### src/rtl/proc_pkg.sv
// Shared opcodes, FSM state encoding and default widths for the
// 8-bit accumulator processor.
package proc_pkg;

  localparam int DATA_W_DEF = 8;
  localparam int ADDR_W_DEF = 4;

  localparam logic [3:0] OP_NOP = 4'h0;
  localparam logic [3:0] OP_LDA = 4'h1;
  localparam logic [3:0] OP_STA = 4'h2;
  localparam logic [3:0] OP_ADD = 4'h3;
  localparam logic [3:0] OP_SUB = 4'h4;
  localparam logic [3:0] OP_AND = 4'h5;
  localparam logic [3:0] OP_OR  = 4'h6;
  localparam logic [3:0] OP_XOR = 4'h7;
  localparam logic [3:0] OP_LDI = 4'h8;
  localparam logic [3:0] OP_MUL = 4'h9;
  localparam logic [3:0] OP_HLT = 4'hF;

  typedef enum logic [1:0] {
    ST_FETCH = 2'd0,
    ST_EXEC  = 2'd1,
    ST_HALT  = 2'd2
  } state_e;

endpackage

### src/rtl/acc_ctrl_seq_if.sv
// Instruction handshake plus register-file bus of the sequencer.
// master = instruction source / register file side, slave = sequencer.
interface acc_ctrl_seq_if #(
  parameter int DATA_W = 8,
  parameter int ADDR_W = 4
);

  logic [7:0]        instr_data;
  logic              instr_valid;
  logic              instr_ready;
  logic [ADDR_W-1:0] rf_addr;
  logic [DATA_W-1:0] rf_wdata;
  logic              rf_we;
  logic [DATA_W-1:0] rf_rdata;

  modport master (
    output instr_data,
    output instr_valid,
    input  instr_ready,
    input  rf_addr,
    input  rf_wdata,
    input  rf_we,
    output rf_rdata
  );

  modport slave (
    input  instr_data,
    input  instr_valid,
    output instr_ready,
    output rf_addr,
    output rf_wdata,
    output rf_we,
    input  rf_rdata
  );

endinterface

### src/rtl/acc_alu.sv
// Combinational ALU of the accumulator machine.
// Multiply path exists only when ACC_CTRL_MUL_EN is defined.
module acc_alu
  import proc_pkg::*;
#(
  parameter int DATA_W = DATA_W_DEF
) (
  input  logic [3:0]        op,
  input  logic [DATA_W-1:0] acc,
  input  logic [DATA_W-1:0] rdata,
  output logic [DATA_W-1:0] result,
  output logic [DATA_W-1:0] result_hi,
  output logic              carry_out
);

`ifdef ACC_CTRL_MUL_EN
  logic [2*DATA_W-1:0] prod;
  assign prod = {{DATA_W{1'b0}}, acc} * {{DATA_W{1'b0}}, rdata};
`endif

  always_comb begin
    result    = rdata;
    result_hi = '0;
    carry_out = 1'b0;
    unique case (op)
      OP_ADD: {carry_out, result} = {1'b0, acc} + {1'b0, rdata};
      OP_SUB: begin
        result    = acc - rdata;
        carry_out = (acc < rdata);
      end
      OP_AND: result = acc & rdata;
      OP_OR:  result = acc | rdata;
      OP_XOR: result = acc ^ rdata;
`ifdef ACC_CTRL_MUL_EN
      OP_MUL: begin
        {result_hi, result} = prod;
        carry_out = |prod[2*DATA_W-1:DATA_W];
      end
`endif
      default: ;
    endcase
  end

endmodule

### src/rtl/acc_ctrl_seq.sv
// Fetch/execute sequencer driving a single-port register file.
// ACC_CTRL_MUL_EN enables opcode 9 (MUL) and the acc_hi register.
module acc_ctrl_seq
  import proc_pkg::*;
#(
  parameter int DATA_W = DATA_W_DEF,
  parameter int ADDR_W = ADDR_W_DEF
) (
  input  logic              clk,
  input  logic              rst,
  acc_ctrl_seq_if.slave     bus,
  output logic [DATA_W-1:0] acc,
  output logic [DATA_W-1:0] acc_hi,
  output logic              carry,
  output logic              zero,
  output logic              busy,
  output logic              halted
);

  state_e            state_q, state_d;
  logic [7:0]        ir_q, ir_d;
  logic [DATA_W-1:0] acc_q, acc_d;
  logic              carry_q, carry_d;
  logic              zero_q, zero_d;

  logic [3:0]        op;
  logic [DATA_W-1:0] imm;
  logic [DATA_W-1:0] alu_res;
  logic [DATA_W-1:0] alu_hi;
  logic              alu_c;
  logic [DATA_W-1:0] wr_val;
  logic              acc_wr;
  logic              sta_we;

  assign op  = ir_q[7:4];
  assign imm = {{(DATA_W-4){1'b0}}, ir_q[3:0]};

  acc_alu #(.DATA_W(DATA_W)) u_alu (
    .op       (op),
    .acc      (acc_q),
    .rdata    (bus.rf_rdata),
    .result   (alu_res),
    .result_hi(alu_hi),
    .carry_out(alu_c)
  );

`ifdef ACC_CTRL_MUL_EN
  logic [DATA_W-1:0] acc_hi_q, acc_hi_d;
`endif

  always_comb begin
    state_d         = state_q;
    ir_d            = ir_q;
    acc_d           = acc_q;
    carry_d         = carry_q;
    zero_d          = zero_q;
`ifdef ACC_CTRL_MUL_EN
    acc_hi_d        = acc_hi_q;
`endif
    wr_val          = alu_res;
    acc_wr          = 1'b0;
    sta_we          = 1'b0;
    bus.instr_ready = 1'b0;
    unique case (state_q)
      ST_FETCH: begin
        bus.instr_ready = 1'b1;
        if (bus.instr_valid) begin
          ir_d    = bus.instr_data;
          state_d = ST_EXEC;
        end
      end
      ST_EXEC: begin
        state_d = ST_FETCH;
        unique case (1'b1)
          (op == OP_LDA): acc_wr = 1'b1;
          (op == OP_STA): sta_we = 1'b1;
          (op inside {OP_ADD, OP_SUB}): begin
            acc_wr  = 1'b1;
            carry_d = alu_c;
          end
          (op inside {OP_AND, OP_OR, OP_XOR}): begin
            acc_wr  = 1'b1;
            carry_d = 1'b0;
          end
          (op == OP_LDI): begin
            acc_wr = 1'b1;
            wr_val = imm;
          end
`ifdef ACC_CTRL_MUL_EN
          (op == OP_MUL): begin
            acc_wr   = 1'b1;
            carry_d  = alu_c;
            acc_hi_d = alu_hi;
          end
`endif
          (op == OP_HLT): state_d = ST_HALT;
          default: ;
        endcase
        if (acc_wr) begin
          acc_d  = wr_val;
          zero_d = (wr_val == '0);
        end
      end
      ST_HALT: ;
      default: state_d = ST_FETCH;
    endcase
  end

  always_ff @(posedge clk) begin
    if (rst) begin
      state_q  <= ST_FETCH;
      ir_q     <= '0;
      acc_q    <= '0;
      carry_q  <= 1'b0;
      zero_q   <= 1'b1;
`ifdef ACC_CTRL_MUL_EN
      acc_hi_q <= '0;
`endif
    end else begin
      state_q  <= state_d;
      ir_q     <= ir_d;
      acc_q    <= acc_d;
      carry_q  <= carry_d;
      zero_q   <= zero_d;
`ifdef ACC_CTRL_MUL_EN
      acc_hi_q <= acc_hi_d;
`endif
    end
  end

  // A store still in EXEC when rst rises must not reach the register file
  assign bus.rf_we    = sta_we & ~rst;
  assign bus.rf_addr  = ir_q[ADDR_W-1:0];
  assign bus.rf_wdata = acc_q;

  assign acc    = acc_q;
  assign carry  = carry_q;
  assign zero   = zero_q;
  assign busy   = (state_q == ST_EXEC);
  assign halted = (state_q == ST_HALT);

`ifdef ACC_CTRL_MUL_EN
  assign acc_hi = acc_hi_q;
`else
  assign acc_hi = alu_hi;
`endif

endmodule
### src/flat_wrapper.sv
// flat-port wrapper written by rule: the top's interface ports become plain ports
module acc_ctrl_seq_flat import proc_pkg::*;
#(
  parameter int DATA_W = DATA_W_DEF,
  parameter int ADDR_W = ADDR_W_DEF
)
  (clk, rst, acc, acc_hi, carry, zero, busy, halted, bus_instr_data, bus_instr_valid, bus_instr_ready, bus_rf_addr, bus_rf_wdata, bus_rf_we, bus_rf_rdata);
  acc_ctrl_seq_if #(.DATA_W(DATA_W), .ADDR_W(ADDR_W)) bus_i ();
  input  logic clk;
  input  logic rst;
  output logic [DATA_W-1:0] acc;
  output logic [DATA_W-1:0] acc_hi;
  output logic carry;
  output logic zero;
  output logic busy;
  output logic halted;
  input wire logic [$bits(bus_i.instr_data)-1:0] bus_instr_data;
  input wire logic [$bits(bus_i.instr_valid)-1:0] bus_instr_valid;
  output wire logic [$bits(bus_i.instr_ready)-1:0] bus_instr_ready;
  output wire logic [$bits(bus_i.rf_addr)-1:0] bus_rf_addr;
  output wire logic [$bits(bus_i.rf_wdata)-1:0] bus_rf_wdata;
  output wire logic [$bits(bus_i.rf_we)-1:0] bus_rf_we;
  input wire logic [$bits(bus_i.rf_rdata)-1:0] bus_rf_rdata;
  assign bus_i.instr_data = bus_instr_data;
  assign bus_i.instr_valid = bus_instr_valid;
  assign bus_instr_ready = bus_i.instr_ready;
  assign bus_rf_addr = bus_i.rf_addr;
  assign bus_rf_wdata = bus_i.rf_wdata;
  assign bus_rf_we = bus_i.rf_we;
  assign bus_i.rf_rdata = bus_rf_rdata;
  acc_ctrl_seq #(.DATA_W(DATA_W), .ADDR_W(ADDR_W)) u_core (.clk(clk), .rst(rst), .bus(bus_i), .acc(acc), .acc_hi(acc_hi), .carry(carry), .zero(zero), .busy(busy), .halted(halted));
endmodule
### config.mk
export PLATFORM = sky130hd
export DESIGN_NAME = acc_ctrl_seq_flat
export DESIGN_NICKNAME = d
export VERILOG_FILES = /design/src/rtl/proc_pkg.sv /design/src/rtl/acc_ctrl_seq_if.sv /design/src/rtl/acc_alu.sv /design/src/rtl/acc_ctrl_seq.sv /design/src/flat_wrapper.sv
export SDC_FILE = /design/constraint.sdc
export NUM_CORES = 1
export LEC_CHECK = 0
export CAP_MARGIN = 20
export CORE_ASPECT_RATIO = 1.1
export CORE_UTILIZATION = 47
export CTS_BUF_LIST = sky130_fd_sc_hd__clkbuf_2
export CTS_CLUSTER_SIZE = 20
export DETAILED_ROUTE_END_ITERATION = 10
export GPL_TIMING_DRIVEN = 0
export HOLD_SLACK_MARGIN = 0.15
export PLACE_DENSITY = 0.79
export SLEW_MARGIN = 20
export SYNTH_ARGS = -nofsm -noshare
export SYNTH_HDL_FRONTEND = slang
export SYNTH_SLANG_ARGS = --single-unit
export TNS_END_PERCENT = 10
### constraint.sdc
create_clock -name clk -period 2.5 [get_ports clk]
set_input_delay 0.5 -clock clk [delete_from_list [all_inputs] [get_ports clk]]
set_output_delay 0.5 -clock clk [all_outputs]
set_load 0.1 [all_outputs]
==> run metrics <==
Yosys warning total=0; Gate power share=0.472; CTS tree=yes; layout cells sized above 1=0.246; Top Ports=53; vias in the first global route=2153; worst hold margin=501 ps; first drt pass iteration count=4; Max stage delay on crit path=450 ps; Slowest-stage cell, CP=clkdlybuf4s50_1; synth unique cells=67; DRT antenna net count=0; relative slew slack=0.351; CP max FO=4; top_reg_cell synth=dfxtp_1; Hold Buf Count CTS=0; unrepaired setup endpoints after global routing=yes; Leak Pwr=1.31 nW; type of the worst setup path=in2reg; IO Port Bufs=44; GP Congestion=0.913; peak supply drop=235 uV; CTS Buf Count=3; total global-route track usage=0.266; initial antenna violation count=0; Avg Inst Size Synth=7.67 um^2; worst path cell trace=clkdlybuf4s50_1 > ha_2 > fa_2 > and3_1 > or3_1 > nand3_1 > a31oi_1 > nand4bb_4 > o41ai_2; critical path arrival=2830 ps; internal power=0.647 mW; Worst-Margin Slew=971 ps; sequential share of power=0.304; Via density=5.71; Cell Pwr Density=381 nW/um^2; pre-CTS WS=-780 ps; Synth Cell Area=2300 um^2; ys async rst share=0; Post-CTS Setup Bufs=0; Std-Cell Core Area=4680 um^2; Clock Sink Count=20; vias post-DR=2342; Critical Path Source Type=input pin; CTS Root Cell=clkbuf_2; Worst-path clk slew=220 ps; final hold vios=0; chip height=75.4 um; site row count=26; largest net degree at the start of global routing=13; chip width=68.7 um; worst hold path class=reg2reg; Synth Register Bits=20; failing checks=negative setup slack; DRC viols=0; Tcrit/Tclk final=1.02; # nets final=400; first-pass GRT wire length=10200 um; Switching Share=0.434; fin. max-slew vios=0; Area growth, synth to finish=30.6%; PnR worst setup slack=-56.3 ps; Max Buffers Root-to-Sink=2; Clock Latency Late Sink=340 ps; Die ar.=5180 um^2; Psw=0.497 mW; Initial DRC Count=191; WL/cell=15.6 um; Clock power frac=0.224; H-tree levels=1; Fin Clk Skew=1.80 ps; min cycle time layout=2560 ps; Syn Inst Count=300; Achievable Freq=391 MHz; MaxCap Viol Count=0; total wire length=6400 um; sequential-to-total area share from yosys stat=0.174; GR Overflow Total=0; final setup vio count=1; Crit path required time=2770 ps; Initial Util=0.491; EDFF count, synth=0; Worst Setup End Kind=register; DPL Wire Length=4770 um; outcome=finished, violations left; Antenna Cells=0; total negative slack=-56.3 ps
synthesized netlist by cell type (2+ instances only):
cell type / count / share of area
a22o_1: 2 / 0.0076
nand3b_1: 2 / 0.0065
buf_2: 9 / 0.020
mux2i_1: 5 / 0.022
fa_1: 2 / 0.017
a221o_1: 3 / 0.013
nand3_1: 5 / 0.011
a222oi_1: 2 / 0.0087
ha_1: 24 / 0.13
a21oi_2: 2 / 0.0076
dfxtp_1: 20 / 0.17
o21bai_1: 3 / 0.0098
and3_1: 3 / 0.0082
a211o_1: 2 / 0.0076
a21o_1: 2 / 0.0065
nor3b_1: 3 / 0.0098
o21a_1: 5 / 0.016
o211a_1: 2 / 0.0087
a21oi_1: 20 / 0.044
nor2_1: 17 / 0.028
or3_1: 4 / 0.011
and2_1: 3 / 0.0082
inv_1: 24 / 0.039
nor4bb_1: 2 / 0.0087
nor4_1: 2 / 0.0054
xnor2_1: 2 / 0.0076
a2111oi_0: 3 / 0.011
nor3_1: 7 / 0.015
nand2b_1: 4 / 0.011
o22ai_1: 3 / 0.0082
buf_4: 21 / 0.069
o211ai_1: 6 / 0.020
nor2b_1: 5 / 0.014
nand2_1: 29 / 0.047
clkbuf_1: 6 / 0.0098
a211oi_1: 3 / 0.0098
o21ai_0: 13 / 0.028
what timing repair did:
action                                 in CTS  in global routing
resized for setup                          29                 27
endpoints found under the hold margin       0                  0
cloned                                      0                  0
setup endpoints to repair                  16                 12
pin swaps                                   0                  4
state kept, by name, indices dropped and copies added, names as in the netlist:
name,cells
u_core.acc,8
u_core.state_q,2
u_core.carry,1
u_core.ir_q,8
u_core.zero,1
area by class of cell:
cell class	count	area (um^2)
multi-input combinational	225	1730
fill	438	1680
sequential	20	424
timing repair buffer	44	398
buffer	37	248
inverter	24	90.1
tap	56	70.1
clock inverter	1	30.0
clock buffer	3	15.0
worst paths after layout:
| check | start | to | slack [ps] | cells past startpoint |
|---|---|---|---|---|
| max | bus_rf_rdata[0] | u_core.zero | -60 | 9 |
| min | u_core.ir_q[2] | u_core.ir_q[2] | 500 | 2 |
| max reg2reg | u_core.acc[4] | u_core.zero | 40 | 8 |
| min reg2reg | u_core.ir_q[2] | u_core.ir_q[2] | 500 | 2 |
layout by cell type, fill, tap and decap left out, types with 3 or more instances in the layout:
cell type        netlist  layout
a211oi_1               3       3
a21oi_1               20      20
a221o_1                3       3
and2_1                 3       3
and3_1                 3       3
buf_2                  9       5
buf_4                 21      34
buf_6                  0       3
clkbuf_1               6       5
clkbuf_2               1       6
clkdlybuf4s50_1        0      23
conb_1                 1       8
dfxtp_1               20      11
dfxtp_2                0       4
dfxtp_4                0       5
dlygate4sd2_1          0       5
ha_1                  24      21
inv_1                 24      20
inv_2                  0       4
mux2i_1                5       5
nand2_1               29      29
nand2b_1               4       4
nand3_1                5       5
nor2_1                17      17
nor2b_1                5       5
nor3_1                 7       6
o211ai_1               6       6
o21a_1                 5       5
o21ai_0               13      13
o22ai_1                3       3
or3_1                  4       3
per-stage QoR:
| step | power, mW | utilization | instances | instance area (um^2) |
|---|---|---|---|---|
| 2_1_floorplan | 0.747 | - | 307 | 2380 |
| 3_3_place_gp | 0.865 | 0.618 | 407 | 2890 |
| 3_5_place_dp | 0.868 | 0.618 | 407 | 2890 |
| 4_1_cts | 1.13 | 0.627 | 411 | 2940 |
| 5_1_grt | 1.20 | 0.641 | 410 | 3000 |
| 6_report | 1.14 | 0.641 | 410 | 3000 |
per-layer routing:
| layer | wire length, um | vias to the layer above | GRT usage |
|---|---|---|---|
| met4 | 102 | 0 | 0.107 |
| met2 | 3110 | 89 | 0.442 |
| met5 | 0 | - | 0 |
| li1 | - | 1158 | - |
| met3 | 343 | 11 | 0.0284 |
| met1 | 2840 | 1084 | 0.349 |
power groups by stage:
stage	clock [mW]	sequential, mW	combinational (mW)
global placement	0	0.353	0.512
global route	0.276	0.351	0.576
CTS	0.260	0.348	0.518
detailed placement	0	0.354	0.514
finish	0.256	0.348	0.540
floorplan	0	0.391	0.355
logic make-up (layout without fill, tap and decap cells):
kind of cell	after synthesis	count (layout)	share of synthesized area
simple gates	96	96	0.221
compound gates	88	88	0.285
buf+inv	62	109	0.141
fa+ha+maj	26	26	0.148
flops	20	20	0.174
mux	5	5	0.0218
xor+xnor	2	2	0.00762
other cells	1	8	0.00163
worst max-delay path: cells and delay by family:
| family | cells | cell delay [ps] |
|---|---|---|
| fa+ha+maj | 2 | 600 |
| buf+inv | 1 | 450 |
| simple gates | 4 | 890 |
| compound gates | 2 | 390 |
(Power assumes the default switching activity.)
==> variant 1: new RTL, same settings <==
Add a define of `ACC_CTRL_MUL_EN`.
--- a/src/rtl/acc_alu.sv
+++ b/src/rtl/acc_alu.sv
@@ -1,5 +1,7 @@
 // Combinational ALU of the accumulator machine.
 // Multiply path exists only when ACC_CTRL_MUL_EN is defined.
+`define ACC_CTRL_MUL_EN
+
 module acc_alu
   import proc_pkg::*;
 #(
Formal check against the unedited RTL: not equivalent (Yosys sat finds a counterexample within 10 cycles, from zero or initial values and one cycle with rst high).
==> variant 1 against the unedited design <==
  * Critical endpoint is now u_core.carry
  * Combinational power up 64%
  * Wire length up 130%
  * Area after synthesis up 99%
  * Total power up 44%
  * Worst setup slack worse by 1900 ps
  * Design area up 110%
  * Worst hold slack worse by 28 ps
  * Sequential cell count up 8
  * Largest power group unchanged
  * The run still ends with setup timing left
==> variant 1: results (changes against the unedited design) <==
[outcome]
status=complete, but fails checks
violations=setup timing

[yosys]
ys_warn_count=0  ; unchanged
ys_types=71  ; +6.0%
synth_common_cells=nor2_1, inv_1, nand2_1, ha_1, a21oi_1
yosys-top-cells-area=fa_1, ha_1, dfxtp_1, nor2_1, inv_1
syn-instance-count=586  ; +95%
synth_flop_cell=dfxtp_1
async_reset_ff_share_pct=0  ; unchanged
seq_area_frac_synth_pct=12.2  ; -5.2 points

[drt]
vias_per_cell=5.92  ; +3.7%
drtPass1Iterations=5  ; +1
wire_per_inst_um=18.6  ; +19%
wl_met2_um=7270  ; +130%
vias=4755  ; +100%
route.met3.wl_um=911  ; +170%
drt_iter0_drc=374  ; +96%
met1Wirelength_um=6030  ; +110%

[global_routing]
grt_use_met1_pct=39.1  ; +4.2 points
grt_pass1_vias=4729  ; +120%
grt_max_degree=17  ; +4
grt_pass1_wl_um=23600  ; +130%
grt_util_all_layers_pct=30.2  ; +3.6 points
antenna_found_initial=0  ; unchanged
met3_usage_pct=3.68  ; +0.84 points
met2_usage_pct=49.8  ; +5.6 points

[layout]
drive_gt1_share_pct=29.6  ; +5.0 points
diodes=0  ; unchanged
final_nets=804  ; +100%

[hold_path]
min_from=u_core.acc_hi[0]
min_path_cells=2  ; unchanged
hold_path_end=u_core.acc_hi[0]

[pwr]
ir_worst_vdd_mv=0.238  ; +1.4%
p_leak_nw=2.81  ; +110%

[setup_path]
r2r_cells=16  ; +8
cp.arrival_ps=4760  ; +1930 ps
r2r-start=u_core.acc[6]
critPathMaxStageDelay_ps=540  ; +90 ps
slowest_stage=fa_1
crit_fanout=4  ; unchanged
crit_family=adder cells
r2r_end=u_core.carry

[placed_design]
hpwlAfterDp_um=11200  ; +130%
portBuffers=52  ; +18%
dp_cells=755  ; +86%
place.gp.congestion=0.957  ; +4.8%

[sta]
setup_tns_ps=-22880  ; -22820 ps
skew_ps=2.76  ; +0.962 ps
slew_headroom_pct=33.3  ; -1.7 points
setup_viol=15  ; +14
setup_ws_ps=-1990  ; -1930 ps

[cts]
root_buffer=clkbuf_2
cts_made_buffers=3  ; unchanged
post_cts_resized=116  ; +300%
path_clk_slew_ps=260  ; +40 ps
cts_setup_buffers=41  ; +41
clk_path_buf_depth=2  ; unchanged
clk_latency_ps=370  ; +30 ps

[variant 1: cell types whose count changed after synthesis, sizes merged, moves of 11 or more]
cell	delta
buf	-11
nor2	+61
ha	+36
nand2	+35
inv	+50
fa	+36
a21oi	+21
[variant 1: cells by family after synthesis]
kind of cell / Yosys count / share of synthesized area, %
simple gates: 204 / 21.2
compound gates: 124 / 18.3
buf+inv: 110 / 10.8
fa+ha+maj: 98 / 33.0
flops: 28 / 12.2
xor+xnor: 13 / 2.49
mux: 9 / 2.02
[variant 1: where the power goes]
group / total (mW) / internal [mW] / switching (mW)
clock: 0.275 / 0.137 / 0.137
combinational: 0.887 / 0.335 / 0.552
sequential: 0.481 / 0.458 / 0.0232
[variant 1: through the flow]
step	hold slack, ps	worst slack (ps)	instance area, um2
6_report	473	-1990	6200
5_1_grt	499	-2100	6200
4_1_cts	480	-1790	6070
3_5_place_dp	452	-2940	5480
3_3_place_gp	446	-2860	5480
2_1_floorplan	450	-1740	4810
[variant 1: worst max-delay path by stage]
stage                     cells past startpoint      endpoint            start
after floorplan                              15  u_core.carry  bus_rf_rdata[2]
after global placement                       17  u_core.carry  bus_rf_rdata[2]
after detailed placement                     16  u_core.carry  bus_rf_rdata[2]
after CTS                                    16  u_core.carry    u_core.acc[5]
after global routing                         16  u_core.carry    u_core.acc[6]
final                                        17  u_core.carry  bus_rf_rdata[4]
[variant 1: cell type report]
| class | instances | area [um2] |
|---|---|---|
| multi-input combinational | 448 | 4020 |
| clock inverter | 1 | 30.0 |
| tap | 117 | 146 |
| fill | 772 | 3200 |
| timing repair buffer | 96 | 812 |
| clock buffer | 3 | 15.0 |
| sequential | 28 | 592 |
| buffer | 30 | 193 |
| inverter | 80 | 387 |
==> variant 2: new RTL, config.mk and constraints unchanged <==
Without the edit above. Re-encode `state_e` (3 states) as one-hot, 3 bits wide.
--- a/src/rtl/proc_pkg.sv
+++ b/src/rtl/proc_pkg.sv
@@ -17,10 +17,10 @@
   localparam logic [3:0] OP_MUL = 4'h9;
   localparam logic [3:0] OP_HLT = 4'hF;
 
-  typedef enum logic [1:0] {
-    ST_FETCH = 2'd0,
-    ST_EXEC  = 2'd1,
-    ST_HALT  = 2'd2
+  typedef enum logic [2:0] {
+    ST_FETCH = 3'b001,
+    ST_EXEC  = 3'b010,
+    ST_HALT  = 3'b100
   } state_e;
 
 endpackage
Check against the original RTL: same outputs for any inputs over 10 cycles, from zero or initial values and one cycle with rst high; not proved beyond that.
==> variant 2 against the unedited design <==
  * The flow still finishes with violations (setup timing)
  * Total power decreased by 16%
  * Worst hold slack got worse by 15 ps
  * Sequential cell count increased by 1
  * Worst setup slack got worse by 470 ps
  * Die area increased by 2.7%
  * Count of clock-buffer cells in the layout increased by 1
  * Combinational power decreased by 18%
  * Design area increased by 4.2%
  * Wire length increased by 10%
  * Area after synthesis increased by 2.8%
  * Register-to-register slack got worse by 570 ps
  * Largest power group unchanged
  * Highest routed layer unchanged
==> variant 2: results (changes against the unedited design) <==
[drt]
wl_um=7040  ; +10%
met1Wirelength_um=3180  ; +12%
vias_per_cell=5.92  ; +3.6%
drt_iter0_drc=180  ; -5.8%
wire_per_inst_um=16.4  ; +5.4%
wl_met2_um=3320  ; +6.6%
route.met3.wl_um=420  ; +22%
drtPass1Iterations=5  ; +1

[yosys]
seq_area_frac_synth_pct=17.8  ; +0.37 points
synth_compound_area_share_pct=27.7  ; -0.78 points
synth_common_cells=nand2_1, a21oi_1, ha_1, inv_1
synth_xor_xnor_area_share_pct=1.48  ; +0.72 points
synth_flop_cell=dfxtp_1
syn-instance-count=317  ; +5.7%
async_reset_ff_share_pct=0  ; unchanged
yosys-top-cells-area=dfxtp_1, ha_1, buf_4, a21oi_1, nand2_1
ys_types=64  ; -4.5%

[setup_path]
critPathMaxStageDelay_ps=500  ; +50 ps
crit_path_start_kind=register
r2r-start=u_core.acc[0]
slowest_stage=fa_1

[global_routing]
met3_usage_pct=3.31  ; +0.46 points
grt_pass1_wl_um=10900  ; +7.3%
grt_max_degree=12  ; -1
grt_util_all_layers_pct=25.0  ; -1.5 points
grt_pass1_vias=2202  ; +2.3%
met2_usage_pct=41.6  ; -2.7 points
grt_use_met1_pct=34.0  ; -0.90 points

[sta]
worst_slew_pin_slew_ps=967  ; -3.84 ps
setup_viol=3  ; +2
setup_tns_ps=-631  ; -574 ps
skew_ps=25.0  ; +23.2 ps
setup_ws_ps=-529  ; -473 ps

[placed_design]
post-place-ws_ps=-1230  ; -453 ps
placed_area_um2=2940  ; +1.6%
hpwlAfterDp_um=5160  ; +8.3%

[layout]
multi_input_area_share_pct=57.8  ; +0.26 points
n_all_buffers=83  ; +2.5%
ff_latch_area_um2=427  ; +0.59%
clkCellAreaFrac_pct=0.640  ; -0.86 points
buf_share_pct=22.7  ; +1.2 points
seq_share_pct=13.6  ; -0.49 points
final_nets=418  ; +4.5%
n_clock_buffer=4  ; +1
drive_gt1_share_pct=25.3  ; +0.69 points
nNonClkInverters=25  ; +4.2%

[outcome]
violations=setup timing
status=complete, but fails checks

[pwr]
pwr-share-comb_pct=46.6  ; -0.6 points
pg_clk_mw=0.151  ; -41%
p_leak_nw=1.45  ; +11%
power_switching_mw=0.414  ; -17%
powerDensity_nw_per_um2=305  ; -20%
ir_worst_vdd_mv=0.297  ; +26%

[hold_path]
min_from=u_core.ir_q[3]

[cts]
cts_sinks=21  ; +5.0%

-- variant 2: changes by cell type in the layout (fill, tap and decap cells not counted), moves of 4 or more --
cell / unedited run / this run
dfxtp_1: 11 / 18
dlymetal6s2s_1: 1 / 8
nor2_1: 17 / 23
o21ai_0: 13 / 19
clkdlybuf4s50_1: 23 / 18
o211ai_1: 6 / 1
a21o_1: 2 / 6
a221oi_1: 0 / 4
dfxtp_4: 5 / 1
nor2b_1: 5 / 1
o21a_1: 5 / 1
xor2_1: 0 / 4
-- variant 2: final timing paths --
| kind | endpoint | slack [ps] | cells after the start |
|---|---|---|---|
| setup / recovery | u_core.zero | -530 | 9 |
| hold / removal | u_core.ir_q[3] | 490 | 2 |
| setup reg to reg | u_core.zero | -530 | 9 |
| hold reg to reg | u_core.ir_q[3] | 490 | 2 |
-- variant 2: timing repair --
action	in CTS	in global routing
endpoints found under the setup margin	18	20
resized for setup	37	43
pin swaps	4	8
buffers inserted	1	1
